**src/rtl/runner_pkg.sv**
```systemverilog
// Shared types and widths for the runner / frame scheduler slice.
package runner_pkg;

    localparam int unsigned SCHED_FRAME_W = 16;
    localparam int unsigned SCHED_OVR_W   = 8;

    typedef enum logic [1:0] {
        IDLE,
        PAINT,
        TICK
    } sched_state_t;

    function automatic logic [SCHED_OVR_W-1:0] sat_inc_ovr(input logic [SCHED_OVR_W-1:0] v);
        return (v == '1) ? v : v + 1'b1;
    endfunction

endpackage

```
**src/rtl/edge_rise.sv**
```systemverilog
// Registered rising-edge detector; output pulses one cycle after the input rises.
module edge_rise (
    input  logic clk,
    input  logic rst_n,
    input  logic d,
    output logic rise
);

    logic d_q;

    always_ff @(posedge clk or negedge rst_n) begin
        if (!rst_n) begin
            d_q  <= 1'b0;
            rise <= 1'b0;
        end else begin
            d_q  <= d;
            rise <= d & ~d_q;
        end
    end

endmodule

```
**src/rtl/frame_scheduler.sv**
```systemverilog
// Per-frame sequencer: launch painter, wait for completion, then hand a logic tick to the runner.
// Frame/overrun statistics are built only when FRAME_SCHED_STATS_EN is defined.
module frame_scheduler
    import runner_pkg::*;
#(
    parameter int unsigned FRAME_DIV     = 2,
    parameter int unsigned PAINT_TIMEOUT = 500000,
    parameter int unsigned FINISH_MASK   = 2
) (
    input  logic                     clk_33m,
    input  logic                     reset_n,
    input  logic                     frame_start,
    input  logic                     painter_finished,
    input  logic                     tick_ack,
    input  logic                     pause,
    input  logic                     step,
    output logic                     paint_start,
    output logic                     tick_req,
    output logic                     busy,
    output logic [SCHED_FRAME_W-1:0] frame_count,
    output logic [SCHED_OVR_W-1:0]   overrun_count
);

    localparam int unsigned DIV_W = (FRAME_DIV > 1) ? $clog2(FRAME_DIV) : 1;
    localparam int unsigned CNT_W = $clog2(PAINT_TIMEOUT + 1);

    sched_state_t     state_q, state_d;
    logic [DIV_W-1:0] div_cnt_q, div_cnt_d;
    logic [CNT_W-1:0] cyc_q, cyc_d;
    logic             tick_due_q, tick_due_d;
    logic             step_pending_q, step_pending_d;
    logic             frame_pending_q, frame_pending_d;
    logic             step_rise;
    logic             finish_ok;
    logic             timeout;

    edge_rise u_step_edge (
        .clk   (clk_33m),
        .rst_n (reset_n),
        .d     (step),
        .rise  (step_rise)
    );

    // The painter's done level may still be high from the previous frame for a couple of cycles.
    assign finish_ok = (state_q == PAINT) && painter_finished && (cyc_q >= CNT_W'(FINISH_MASK));
    assign timeout   = (state_q == PAINT) && (cyc_q == CNT_W'(PAINT_TIMEOUT - 1));

    always_comb begin
        state_d         = state_q;
        div_cnt_d       = div_cnt_q;
        cyc_d           = cyc_q;
        tick_due_d      = tick_due_q;
        step_pending_d  = step_pending_q;
        frame_pending_d = frame_pending_q;
        paint_start     = 1'b0;

        unique case (state_q)
            IDLE: begin
                if (frame_start || frame_pending_q) begin
                    paint_start     = 1'b1;
                    frame_pending_d = 1'b0;
                    state_d         = PAINT;
                end
            end
            PAINT: begin
                cyc_d = cyc_q + 1'b1;
                if (finish_ok) begin
                    state_d = tick_due_q ? TICK : IDLE;
                    if (frame_start) begin
                        frame_pending_d = 1'b1;
                    end
                end else if (frame_start) begin
                    paint_start = 1'b1;
                end else if (timeout) begin
                    state_d = IDLE;
                end
            end
            TICK: begin
                if (frame_start) begin
                    frame_pending_d = 1'b1;
                end
                if (tick_ack) begin
                    step_pending_d = 1'b0;
                    state_d        = IDLE;
                end
            end
            default: state_d = IDLE;
        endcase

        // Every launch (fresh or overrun restart) advances the divider and re-decides the tick.
        if (paint_start) begin
            tick_due_d = (div_cnt_q == '0) && (!pause || step_pending_q);
            div_cnt_d  = (div_cnt_q == DIV_W'(FRAME_DIV - 1)) ? '0 : div_cnt_q + 1'b1;
            cyc_d      = '0;
        end

        if (step_rise && pause) begin
            step_pending_d = 1'b1;
        end
    end

    always_ff @(posedge clk_33m or negedge reset_n) begin
        if (!reset_n) begin
            state_q         <= IDLE;
            div_cnt_q       <= '0;
            cyc_q           <= '0;
            tick_due_q      <= 1'b0;
            step_pending_q  <= 1'b0;
            frame_pending_q <= 1'b0;
        end else begin
            state_q         <= state_d;
            div_cnt_q       <= div_cnt_d;
            cyc_q           <= cyc_d;
            tick_due_q      <= tick_due_d;
            step_pending_q  <= step_pending_d;
            frame_pending_q <= frame_pending_d;
        end
    end

    assign tick_req = (state_q == TICK);
    assign busy     = (state_q != IDLE);

`ifdef FRAME_SCHED_STATS_EN
    logic                     overrun;
    logic [SCHED_FRAME_W-1:0] frame_cnt_q;
    logic [SCHED_OVR_W-1:0]   ovr_cnt_q;

    assign overrun = (state_q == PAINT) && !finish_ok && (frame_start || timeout);

    always_ff @(posedge clk_33m or negedge reset_n) begin
        if (!reset_n) begin
            frame_cnt_q <= '0;
            ovr_cnt_q   <= '0;
        end else begin
            if (paint_start) begin
                frame_cnt_q <= frame_cnt_q + 1'b1;
            end
            if (overrun) begin
                ovr_cnt_q <= sat_inc_ovr(ovr_cnt_q);
            end
        end
    end

    assign frame_count   = frame_cnt_q;
    assign overrun_count = ovr_cnt_q;
`else
    assign frame_count   = '0;
    assign overrun_count = '0;
`endif

endmodule
```
**config.mk**
```make
export PLATFORM = sky130hd
export DESIGN_NAME = frame_scheduler
export DESIGN_NICKNAME = d
export VERILOG_FILES = /design/src/rtl/runner_pkg.sv /design/src/rtl/edge_rise.sv /design/src/rtl/frame_scheduler.sv
export SDC_FILE = /design/constraint.sdc
export NUM_CORES = 1
export LEC_CHECK = 0
export ABC_AREA = 1
export BUFFER_PORTS_ARGS = -buffer_cell sky130_fd_sc_hd__buf_4
export CORE_UTILIZATION = 52
export DETAILED_ROUTE_END_ITERATION = 10
export PLACE_DENSITY = 0.75
export SLEW_MARGIN = 20
export SYNTH_ARGS = -nofsm -noshare
export SYNTH_HDL_FRONTEND = slang
export SYNTH_SLANG_ARGS = --single-unit
```
**constraint.sdc**
```tcl
create_clock -name clk_33m -period 4.13 [get_ports clk_33m]
set_clock_uncertainty 0.2 [all_clocks]
set_input_delay 0 -clock clk_33m [delete_from_list [all_inputs] [get_ports clk_33m]]
set_output_delay 0 -clock clk_33m [all_outputs]
set_load 0.1 [all_outputs]
```
==> After elaboration in Yosys (flattened, before gate mapping) <==
Cells that the tools add are included.
W data, S select, Z words.
{ "op_classes": {"n_addsub": 2, "n_lt_le_gt_ge": 1, "n_eq_ne": 8, "muxes": 21, "bitwise_logic": 3, "n_reduce_logical": 17} }
{ "op_table": {"columns": ["op", "n"], "rows": [
  ["$mux W19", 2],
  ["$add A19 B1 Y19 const B", 1],
  ["$eq A19 B19 Y1 const B", 1],
  ["$ge A19 B2 Y1 const B", 1],
  ["$mux W2", 6],
  ["$mux W1", 10],
  ["$reduce_bool A2 Y1", 4],
  ["$ne A2 B2 Y1 const B", 3],
  ["$ne A3 B3 Y1 const B", 2],
  ["$pmux W2 S3", 1],
  ["$logic_and A1 B1 Y1", 5],
  ["$reduce_and A4 Y1", 1],
  ["$pmux W1 S3", 1],
  ["$reduce_and A3 Y1", 1],
  ["$reduce_bool A3 Y1", 1],
  ["$eq A2 B1 Y1 const B", 1],
  ["$eq A2 B2 Y1 const B", 1],
  ["$logic_not A2 Y1", 1],
  ["$logic_or A1 B1 Y1", 2],
  ["$not A1 Y1", 2],
  ["$pmux W1 S2", 1],
  ["$reduce_and A2 Y1", 1],
  ["$add A1 B1 Y1 const B", 1],
  ["$and A1 B1 Y1", 1],
  ["$logic_not A1 Y1", 1]
]} }
{ "totals": {"reg_bits": 27, "inputBits": 7, "output_inout_bits": 27, "elab_cells": 60} }

==> Logic depth before layout (Yosys ltp) <==
Gate-level depths: netlist of the first run.
{ "logic_depth": {"ltp_word": 6, "depth_mapped": 13, "mapped_depth_nobuf": 12} }

==> Hierarchy <==
From an unflattened synthesis of the first run, not the netlist that was laid out.
{ "hier_totals": {"cells_unflattened": 236, "hier_area_um2": 1821.7} }
{ "by_module_without_submodules": {"columns": ["module", "n_inst", "cells_each", "area_per_inst_um2", "seq_area_each_um2"], "rows": [
  ["frame_scheduler", 1, 232, 1761.7, 625.6],
  ["edge_rise", 1, 4, 60.1, 50.0]
]} }

==> Worst setup path after synthesis of the first run <==
Ideal clock, no wire load.
{ "synth_path": {"kind": "register to register", "from": "reg state_q[0]", "to": "reg state_q[0]", "setup_time_ps": 65, "arrival_ps": 1701, "t_required_ps": 3865, "path_slack_ps": 2163, "path_stages_with_launch": 7, "path_buffers": 0, "synth_period_minus_slack_ps": 1967, "path_cell_list": "dfrtp_1 > inv_1 > ha_1 > nand2_1 > nand3_1 > nand2_1 > nand2_1"} }
{ "synth_via": {"elab_cells_between_ends": 13, "classes_between": "eq/ne: 6; mux: 2; reduce/logical: 5"} }
{ "synth_rtl": {"columns": ["element", "line", "source"], "rows": [
  ["start, declared", "frame_scheduler.sv:27", "sched_state_t state_q, state_d;"],
  ["start signal, assigned", "frame_scheduler.sv:111", "state_q <= state_d;"],
  ["$eq A2 B2 Y1 *", null, null],
  ["named net tick_req", "frame_scheduler.sv:18", "output logic tick_req,"],
  ["$ne A2 B2 Y1 (no line)", null, null],
  ["$reduce_and A4 Y1 (no line)", null, null]
]} }
Mark *: on every way through the listed nets, which the timed path passes. The rest lies on a longest branch.
A chain may end at the register's enable or synchronous reset.

==> Worst setup path after layout of the first run <==
{ "layout_path": {"from": "reg state_q[1]", "to": "out paint_start"} }
{ "layout_via": {"elab_chain_len": 5, "elab_cells_between_ends": 6, "classes_between": "eq/ne: 1; mux: 2; reduce/logical: 3"} }
{ "layout_rtl": {"columns": ["element", "line", "source"], "rows": [
  ["$eq A2 B1 Y1", "frame_scheduler.sv:45, frame_scheduler.sv:57", null],
  ["$logic_and A1 B1 Y1 (2 in a row)", "frame_scheduler.sv:45", "assign finish_ok = (state_q == PAINT) && painter_finished && (cyc_q >= CNT_W'(FINISH_MASK));"],
  ["$mux W1", "frame_scheduler.sv:67", "if (finish_ok) begin"],
  ["$pmux W1 S2 *", "frame_scheduler.sv:57", "unique case (state_q)"],
  ["end, declared", "frame_scheduler.sv:17", "output logic paint_start,"]
]} }
Mark *: on every way between the ends. The rest lies on a longest branch, timed or not.

==> run_results.csv, run 1 <==
group,metric,value,unit
die,dieHeight,61.4,µm
sta,min_period_over_period,58.9,%
worst_setup_path,crit_fanout,22,
power_and_ir_drop,clkPwrFrac,12.6,%
global_routing,grt_pass1_vias,1287,
power_and_ir_drop,power_leakage,0.988,nW
power_and_ir_drop,power.share.sequential,35.8,%
power_and_ir_drop,swShare,51.4,%
run,maxCapViolations,0,
die,ios,34,
drt,viasPerCell,4.57,
global_routing,grt_pass1_wl,5620,µm
finish,final_util,58.7,%
worst_setup_path,path_class,"reg -> out",
clock_tree,clock_path_buffers,2,
sta,setup-violations-final,0,
sta,max_freq,411,MHz
sta,setup_tns,0,ns
place,place.gp.congestion,0.871,
worst_setup_path,worst-r2r-setup-slack,1.84,ns
power_and_ir_drop,p_int,443,µW
worst_setup_path,cp.arrival,2.23,ns
place,place.port_buffers,9,
synthesis,synth_compound_area_share,2.93,%
clock_tree,tritoncts,"built",
global_routing,grt_max_degree,28,
synthesis,ys_seq_area_share,36.8,%
die,dieArea,3770,µm²
drt,drc,0,
worst_setup_path,cp.required,3.93,ns
worst_setup_path,end_kind,"primary output",
worst_setup_path,r2r_start,"state_q[1]",
power_and_ir_drop,max-vdd-ir-drop,0.261,mV
synthesis,syn_area,1840,µm²
sta,grt_setup_unrepaired,"false",
synthesis,synth_area_leader_cell,"dfrtp_1",
clock_tree,numCtsBuffers,3,
drt,num_vias,1450,
die,fp.dieW,61.4,µm
drt,ant_nets,0,
clock_tree,cts_sinks,27,
worst_setup_path,cp-startpoint,"state_q[1]",
synthesis,synth_xor_area_share,2.86,%
synthesis,yosys.area.top_type_share,36.8,%
sta,finalHoldViolCount,0,
global_routing,antenna_found_initial,0,
global_routing,grt.total_usage,20.1,%
sta,maxSlewViolCount,0,
place,pre_cts_ws,1.94,ns
sta,hold-worst-slack,0.126,ns
power_and_ir_drop,power_density,462,nW/µm²
synthesis,synthAdderAreaFrac,4.09,%
synthesis,synthSimpleGateAreaFrac,34.9,%
min_path,hp-class,"in -> reg",
die,fp-row-count,21,
finish,seq_area,676,µm²
status,outcome,"completed",
power_and_ir_drop,report.power.total,911,µW
synthesis,ys_types,24,
drt,first_pass_iters,5,
drt,wl_met1,1670,µm
synthesis,synth_top_family_by_area,"simple AND/OR/NAND/NOR gates",
clock_tree,cts_resized,0,
worst_setup_path,start_kind,"flop",
drt,wire_per_inst,10.5,µm
drt,drtIter0Drc,41,
drt,wl,3330,µm
sta,tightestPinTransition,0.488,ns
min_path,whs_path_depth,2,
power_and_ir_drop,p_switching,468,µW
worst_setup_path,reg2reg_to,"cyc_q[18]",
finish,area_growth,7.50,%
sta,setup_slack,1.70,ns
finish,nets,285,
die,core,3360,µm²
clock_tree,clk_pin_slew,0.14,ns
clock_tree,htreeDepth,1,
drt,wl_met3,66,µm
synthesis,syn_inst,252,
min_path,hold_end,"u_step_edge.d_q",
synthesis,synthMuxAreaShare,0,%
finish,multi_input_area,912,µm²
finish,fillCellCount,334,
die,start_util,54.6,%
synthesis,yosysWarnings,0,
synthesis,synth_area_leaders,"dfrtp_1 37%, nand2_1 12%, buf_4 10%",
sta,min_period,2.43,ns
worst_setup_path,r2r_cells,9,
clock_tree,clk_latency,0.32,ns
finish,diodes,0,
global_routing,grt_remaining_overflow,0,
synthesis,syn_avg_cell_area,7.28,µm²
power_and_ir_drop,combPwrFrac,51.5,%
drt,met2_length,1530,µm
place,place_hpwl,2380,µm
synthesis,ys_ff_latch,27,
clock_tree,root_buffer,"clkbuf_4",
drt,highest_layer,"met4",
min_path,hp-start,"step",
finish,drive_above_1_share,10.7,%
sta,max-slew-margin-rel,67.1,%
state kept, by name, summed over array words and instances, names as in the netlist:
signal            count
step_pending_q        1
div_cnt_q             1
u_step_edge.rise      1
tick_due_q            1
state_q               2
frame_pending_q       1
u_step_edge.d_q       1
cyc_q                19
metrics by stage:
stage	instance area, µm²	std cells
5_1_grt	1970	317
6_report	1970	317
4_1_cts	1970	317
3_5_place_dp	1840	303
2_1_floorplan	1920	275
3_3_place_gp	1840	303
synthesized netlist by cell type:
cell,number
a21oi_1,4
a22o_1,1
buf_4,25
buf_6,2
conb_1,1
dfrtp_1,27
ha_1,6
inv_1,32
inv_2,1
nand2_1,59
nand2_2,3
nand2_4,1
nand3_1,10
nand3_2,2
nand3_4,1
nand4_1,8
nor2_1,40
nor2_2,7
nor3_1,9
o21ai_0,5
or2_0,1
or2_2,1
xnor2_1,1
xor2_1,5
power groups by stage:
stage	logic, mW	registers (mW)	clock network [mW]
final	0.469	0.326	0.115
after global routing	0.517	0.329	0.128
after CTS	0.467	0.326	0.118
after detailed placement	0.450	0.331	0
after global placement	0.446	0.330	0
after floorplan	0.424	0.324	0
cells in the final DEF (no fill, tap or decap), drive strengths merged:
master       netlist  layout
nand3             13      13
conb               1      24
xnor2              1       1
nor3               9       9
a21oi              4       4
nand4              8       8
o21ai              5       5
buf               27      10
a22o               1       1
clkbuf             0       4
ha                 6       6
dlygate4sd3        0       9
nor2              47      47
xor2               5       5
or2                2       2
dfrtp             27      27
nand2             63      63
inv               33      33
how the worst max path moves through the flow:
stage,slack [ns],to,depth (start not counted)
6_report,1.70,paint_start,8
5_1_grt,1.52,paint_start,10
4_1_cts,1.70,paint_start,8
3_5_place_dp,1.94,cyc_q[16],12
3_3_place_gp,2.01,cyc_q[16],11
2_1_floorplan,2.16,state_q[0],6
worst max-delay path, cell delays in order (launching register included):
cell and delay [ns]:
dfrtp_1 0.44, inv_1 0.10, ha_1 0.42, nand2_1 0.09
inv_1 0.11, nand2_4 0.08, nand3_4 0.06, nand2_2 0.25
buf_4 0.36
layer usage:
layer	vias to the layer above	global-route usage [%]
li1	767	-
met5	-	0
met3	7	2.10
met1	650	28.4
met4	0	6.67
met2	26	32.5
repair_timing:
action | CTS | global route
endpoints found under the hold margin | 36 | 0
buffers inserted | 0 | 0
hold buffers | 10 | 0
endpoints found under the setup margin | 0 | 0
layout make-up:
type                            instances  area share, %
Clock buffer                            4           1.33
Tap cell                               46           2.92
Inverter                               33           6.28
Sequential cell                        27           34.2
Multi-Input combinational cell        188           46.2
Timing Repair Buffer                   19           9.00
logic make-up (layout without fill, tap and decap cells):
| logic type | Yosys count | count (layout) |
|---|---|---|
| adders and majority gates | 6 | 6 |
| other | 1 | 24 |
| buffers and inverters | 60 | 56 |
| xor gates and xnor gates | 6 | 6 |
| AOI/OAI and AO/OA | 10 | 10 |
| DFF | 27 | 27 |
| and+or+nand+nor | 142 | 142 |
No activity file was read; power rests on OpenSTA's default activity.
==> run 2: changes to the inputs <==
--- a/config.mk
+++ b/config.mk
@@ -7,9 +7,9 @@
 export LEC_CHECK = 0
 export ABC_AREA = 1
 export BUFFER_PORTS_ARGS = -buffer_cell sky130_fd_sc_hd__buf_4
-export CORE_UTILIZATION = 52
+export CORE_UTILIZATION = 50
 export DETAILED_ROUTE_END_ITERATION = 10
-export PLACE_DENSITY = 0.75
+export PLACE_DENSITY = 0.76
 export SLEW_MARGIN = 20
 export SYNTH_ARGS = -nofsm -noshare
 export SYNTH_HDL_FRONTEND = slang
==> constraint.sdc (replaced) <==
create_clock -name clk_33m -period 2.1 [get_ports clk_33m]
set_clock_uncertainty 0.2 [all_clocks]
set_input_delay 0 -clock clk_33m [delete_from_list [all_inputs] [get_ports clk_33m]]
set_output_delay 0 -clock clk_33m [all_outputs]
set_load 0.1 [all_outputs]
==> run_results.csv, run 2 (synthesis gave the netlist of run 1 again) <==
group,metric,value,unit
clock_tree,clock_path_buffers,2,
worst_setup_path,r2r_cells,12,
die,dieHeight,62.6,µm
drt,num_vias,1471,
finish,seq_area,676,µm²
finish,layout_commonest_cell,"nand2_1",
min_path,hp-class,"in -> reg",
worst_setup_path,crit_fanout,9,
status,outcome,"completed",
clock_tree,tritoncts,"built",
drt,drc,0,
die,core,3420,µm²
min_path,whs_path_depth,2,
worst_setup_path,cp.arrival,1.80,ns
worst_setup_path,cpLargestDelayFamily,"simple AND/OR/NAND/NOR gates",
global_routing,grt_max_degree,28,
global_routing,grt_pass1_wl,6110,µm
sta,hold-worst-slack,0.134,ns
finish,diodes,0,
sta,min_period,2.00,ns
sta,setup_tns,0,ns
power_and_ir_drop,max-vdd-ir-drop,0.607,mV
clock_tree,clk_latency,0.32,ns
drt,wire_per_inst,10.2,µm
drt,ant_nets,0,
clock_tree,htreeDepth,1,
finish,area_growth,10.7,%
finish,largest_reg_flops,19,
clock_tree,cts_sinks,27,
power_and_ir_drop,power_density,943,nW/µm²
drt,drtIter0Drc,54,
clock_tree,root_buffer,"clkbuf_4",
worst_setup_path,start_kind,"flop",
finish,fin_area,2030,µm²
power_and_ir_drop,power_leakage,1.02,nW
finish,final_cell_mix,"59 x nand2_1, 39 x nor2_1, 32 x inv_1",
global_routing,antenna_found_initial,0,
run,maxCapViolations,0,
clock_tree,numCtsBuffers,3,
worst_setup_path,critPathMaxStageDelay,0.46,ns
place,place.port_buffers,9,
worst_setup_path,crit_path_top_delay_cell,"dfrtp_1",
drt,wl,3280,µm
die,ios,34,
sta,maxSlewViolCount,0,
place,place_hpwl,2440,µm
sta,grt_setup_unrepaired,"true",
finish,top_register,"cyc_q",
worst_setup_path,worst-path-buf-inv,2,
worst_setup_path,worstSetupPathDepth,9,
worst_setup_path,crit_chain,"ha_1 > inv_1 > nand2_1 > nor2_2 > nand3_2 > nand2_4 > nand3_4 > nand2_8 > buf_12",
sta,max-slew-margin-rel,63.2,%
global_routing,grt.total_usage,19.4,%
finish,drive_above_1_share,13.1,%
worst_setup_path,end_kind,"primary output",
worst_setup_path,cp.required,1.90,ns
sta,tightestPinTransition,0.548,ns
finish,final_util,59.5,%
finish,multi_input_area,931,µm²
place,place.gp.congestion,0.835,
drt,viasPerCell,4.58,
die,start_util,53.7,%
finish,top_regs,"cyc_q (19), state_q (2)",
clock_tree,clk_pin_slew,0.14,ns
die,dieArea,3920,µm²
drt,first_pass_iters,4,
worst_setup_path,path_class,"reg -> out",
sta,max_freq,499,MHz
place,place_area,1870,µm²
sta,finalHoldViolCount,0,
die,fp.dieW,62.6,µm
global_routing,grt_pass1_vias,1389,
sta,min_period_over_period,95.4,%
finish,fillCellCount,348,
finish,nets,289,
sta,setup-violations-final,0,
die,fp-row-count,21,
global_routing,grt_remaining_overflow,0,
run 2: cell count changes in the layout (fill, tap and decap cells not counted):
cell           change
nor2_1             -1
o21ai_0            -1
buf_12             +1
buf_4              +4
nor2_2             +1
o21ai_1            +1
nand2_8            +1
nand2_2            -1
ha_1               -1
ha_2               +1
dlygate4sd3_1      -1
run 2: power breakdown:
group / total (mW) / switching, mW / internal, mW
combinational: 1.05 / 0.751 / 0.300
clock: 0.225 / 0.150 / 0.0743
sequential: 0.640 / 0.0540 / 0.586
total: 1.92 / 0.955 / 0.960
run 2: routing by layer:
layer  global-route usage (%)  vias up  share of wire (%)
li1                         -      776                  -
met1                     26.6      657                 49
met2                     32.3       34                 47
met3                     2.19        4                2.9
met4                     5.23        0                1.2
met5                        0        -                  0
run 2: path summary, 6_finish.rpt:
path	end	from	slack, ns
max	paint_start	cyc_q[1]	0.1
min	u_step_edge.d_q	step	0.13
max reg2reg	cyc_q[16]	state_q[1]	0.19
min reg2reg	u_step_edge.rise	u_step_edge.d_q	0.21
max in group asynchronous	cyc_q[1]	reset_n	1.08
min in group asynchronous	cyc_q[14]	reset_n	0.47
run 2: layout make-up:
| cell class | count | area share (%) |
|---|---|---|
| Sequential cell | 27 | 33.3 |
| Multi-Input combinational cell | 188 | 45.8 |
| Timing Repair Buffer | 23 | 10.7 |
| Inverter | 33 | 6.10 |
| Clock buffer | 4 | 1.29 |
| Tap cell | 46 | 2.83 |
run 2: through the flow:
stage                     total power, mW  setup WS, ns  std cells
after global placement               1.58         0.181        307
after floorplan                      1.47         0.133        275
after CTS                            1.90        0.0439        321
after global routing                 2.05       -0.0416        321
after detailed placement             1.59         0.157        307
final                                1.92        0.0962        321
run 2: timing repair:
action,in CTS,in global routing
pin swaps,0,0
endpoints found under the hold margin,39,0
resized for setup,4,4
endpoints found under the setup margin,1,4
setup buffers,1,0
hold buffers,9,0
run 2: worst register-to-register path: stages, from the launching register on:
cell and delay, ns:
dfrtp_1 0.44, inv_1 0.09, ha_2 0.23, nand2_1 0.09, nor2_2 0.17, nand2_2 0.09, nor2_2 0.13, nand2_1 0.08
inv_2 0.08, nand2_1 0.05, nand2_1 0.07, nand2_1 0.05, nor2_1 0.08
==> run 3: changes to the inputs <==
--- a/config.mk
+++ b/config.mk
@@ -5,11 +5,10 @@
 export SDC_FILE = /design/constraint.sdc
 export NUM_CORES = 1
 export LEC_CHECK = 0
-export ABC_AREA = 1
 export BUFFER_PORTS_ARGS = -buffer_cell sky130_fd_sc_hd__buf_4
-export CORE_UTILIZATION = 50
+export CORE_UTILIZATION = 49
 export DETAILED_ROUTE_END_ITERATION = 10
-export PLACE_DENSITY = 0.76
+export PLACE_DENSITY = 0.75
 export SLEW_MARGIN = 20
 export SYNTH_ARGS = -nofsm -noshare
 export SYNTH_HDL_FRONTEND = slang
==> run_results.csv, run 3 <==
group,metric,value,unit
status,outcome,"finished with violations",
status,violations,"negative setup slack",
clock_tree,tritoncts,"built",
worst_setup_path,crit_path_top_delay_cell,"dfrtp_1",
power_and_ir_drop,max-vdd-ir-drop,0.584,mV
drt,wl_met1,1600,µm
power_and_ir_drop,power.share.sequential,26.7,%
drt,num_vias,1380,
synthesis,ys_ff_latch,27,
place,place_area,1850,µm²
synthesis,ys_seq_area_share,40.7,%
drt,drtIter0Drc,36,
worst_setup_path,path_class,"reg -> reg",
synthesis,async_flop_share,100,%
drt,viasPerCell,5.19,
worst_setup_path,critPathMaxStageDelay,0.37,ns
power_and_ir_drop,power_leakage,0.984,nW
sta,finalHoldViolCount,0,
sta,grt_setup_unrepaired,"true",
finish,area_growth,26.5,%
synthesis,yosys.area.top_type_share,40.7,%
clock_tree,clk_latency,0.33,ns
clock_tree,numCtsBuffers,3,
global_routing,grt.total_usage,22.9,%
worst_setup_path,cp-startpoint,"cyc_q[0]",
synthesis,syn_area,1660,µm²
global_routing,grt_remaining_overflow,0,
place,place_hpwl,2630,µm
drt,wl_met3,125,µm
global_routing,grt_pass1_vias,1311,
synthesis,synth_area_leaders,"dfrtp_1 41%, buf_4 11%, nor2_1 6.1%",
finish,top_register,"cyc_q",
drt,ant_nets,0,
die,ios,34,
clock_tree,cts_sinks,27,
global_routing,grt_pass1_wl,6080,µm
place,place.port_buffers,9,
global_routing,antenna_found_initial,0,
sta,setup_slack,-0.124,ns
clock_tree,clk_pin_slew,0.15,ns
worst_setup_path,crit_fanout,4,
synthesis,syn_avg_cell_area,9.43,µm²
power_and_ir_drop,p_switching,1.19,mW
clock_tree,htreeDepth,1,
finish,diodes,0,
clock_tree,root_buffer,"clkbuf_4",
sta,min_period_over_period,106,%
synthesis,yosysWarnings,0,
drt,wl,3660,µm
finish,fin_area,2100,µm²
power_and_ir_drop,swShare,48.6,%
synthesis,yosys-top-cells-count,"27 x dfrtp_1, 27 x nor2_1, 24 x buf_4, 11 x xor2_1",
synthesis,synth_ff_type,"dfrtp_1",
drt,met2_length,1820,µm
min_path,hp-start,"step",
die,core,3130,µm²
die,fp.dieW,60.2,µm
worst_setup_path,start_kind,"flop",
synthesis,synth_area_leader_cell,"dfrtp_1",
drt,wire_per_inst,13.8,µm
power_and_ir_drop,p_int,1.26,mW
sta,maxSlewViolCount,0,
global_routing,grt_max_degree,28,
synthesis,synth_edf_count,0,
worst_setup_path,r2r_start,"cyc_q[0]",
place,place.gp.congestion,0.803,
clock_tree,clock_path_buffers,2,
worst_setup_path,crit_chain,"inv_1 > ha_1 > nor3_2 > nand3_1 > o31ai_4 > a31o_1 > buf_6 > mux2_4",
worst_setup_path,end_kind,"flop",
sta,max_freq,450,MHz
die,dieHeight,60.2,µm
die,fp-row-count,20,
drt,drc,0,
die,dieArea,3630,µm²
sta,min_period,2.22,ns
die,start_util,53.1,%
finish,layout_commonest_cell,"buf_4",
synthesis,syn_inst,176,
worst_setup_path,cpLargestDelayFamily,"compound AO/OA/AOI/OAI gates",
finish,drive_above_1_share,26.6,%
finish,largest_reg_flops,19,
power_and_ir_drop,combPwrFrac,64.0,%
synthesis,ys_types,35,
drt,highest_layer,"met4",
power_and_ir_drop,report.power.total,2.45,mW
worst_setup_path,cp.arrival,2.25,ns
finish,final_cell_mix,"34 x buf_4, 27 x dfrtp_1, 24 x conb_1",
worst_setup_path,worst-path-buf-inv,2,
finish,top_regs,"cyc_q (19), state_q (2)",
power_and_ir_drop,power_density,1170,nW/µm²
worst_setup_path,cp.required,2.12,ns
min_path,hp-class,"in -> reg",
run,maxCapViolations,0,
finish,fillCellCount,234,
power_and_ir_drop,clkPwrFrac,9.2,%
drt,first_pass_iters,4,
sta,setup-violations-final,15,
finish,nets,236,
==> run 3: worst paths after layout <==
| path | end | slack [ns] | depth (start not counted) |
|---|---|---|---|
| max in group asynchronous | tick_due_q | 1.08 | 4 |
| hold reg to reg | u_step_edge.rise | 0.21 | 1 |
| hold / removal | u_step_edge.d_q | 0.11 | 2 |
| min in group asynchronous | u_step_edge.d_q | 0.45 | 4 |
| setup reg to reg | tick_due_q | -0.12 | 8 |
| setup / recovery | tick_due_q | -0.12 | 8 |
==> run 3: kinds of logic after synthesis <==
logic type      after synthesis  share of synthesized area [%]
compound gates               15                           7.61
xor+xnor                     18                           9.50
fa+ha+maj                     6                           4.52
buf+inv                      35                           14.2
flops                        27                           40.7
mux                           2                           1.51
other cells                   1                          0.226
simple gates                 72                           21.7
==> run 3: final cells by class <==
cell class	instances	area, µm²	area share, %
sequential	27	676	32.2
multi-input combinational	137	886	42.2
clock buffer	4	26.3	1.25
tap	44	55.1	2.62
inverter	7	30.0	1.43
timing repair buffer	47	427	20.3
==> run 3: power groups by stage <==
stage | combinational (mW) | clock [mW] | sequential [mW]
after floorplan | 1.07 | 0 | 0.657
after global placement | 1.19 | 0 | 0.662
after detailed placement | 1.23 | 0 | 0.667
after CTS | 1.41 | 0.228 | 0.654
after global routing | 1.66 | 0.251 | 0.665
final | 1.57 | 0.227 | 0.655
==> run 3: layer usage <==
layer / GRT usage [%] / vias up
li1: - / 646
met4: 9.30 / 0
met3: 3.25 / 15
met2: 37.8 / 54
met1: 30.0 / 665
met5: 0 / -
==> run 3: what timing repair did <==
item | in CTS | in global routing
cloned | 0 | 1
hold buffers | 9 | 0
setup buffers | 4 | 1
hold endpoints to repair | 37 | 0
pin swaps | 3 | 2
setup endpoints to repair | 3 | 20
gates resized for setup | 9 | 7
==> run 3: stage by stage <==
| stage | instances | setup slack, ns | utilization [%] | hold slack (ns) | TNS [ns] |
|---|---|---|---|---|---|
| floorplan | 199 | -0.165 | - | -0.496 | -1.17 |
| detailed placement | 247 | -0.0116 | 59.1 | -0.270 | -0.0116 |
| global placement | 247 | 0.0370 | 59.1 | -0.272 | 0 |
| CTS | 264 | -0.0906 | 65.4 | 0.112 | -0.200 |
| global route | 266 | -0.181 | 67.1 | 0.106 | -1.98 |
| finish | 266 | -0.124 | 67.1 | 0.111 | -0.921 |
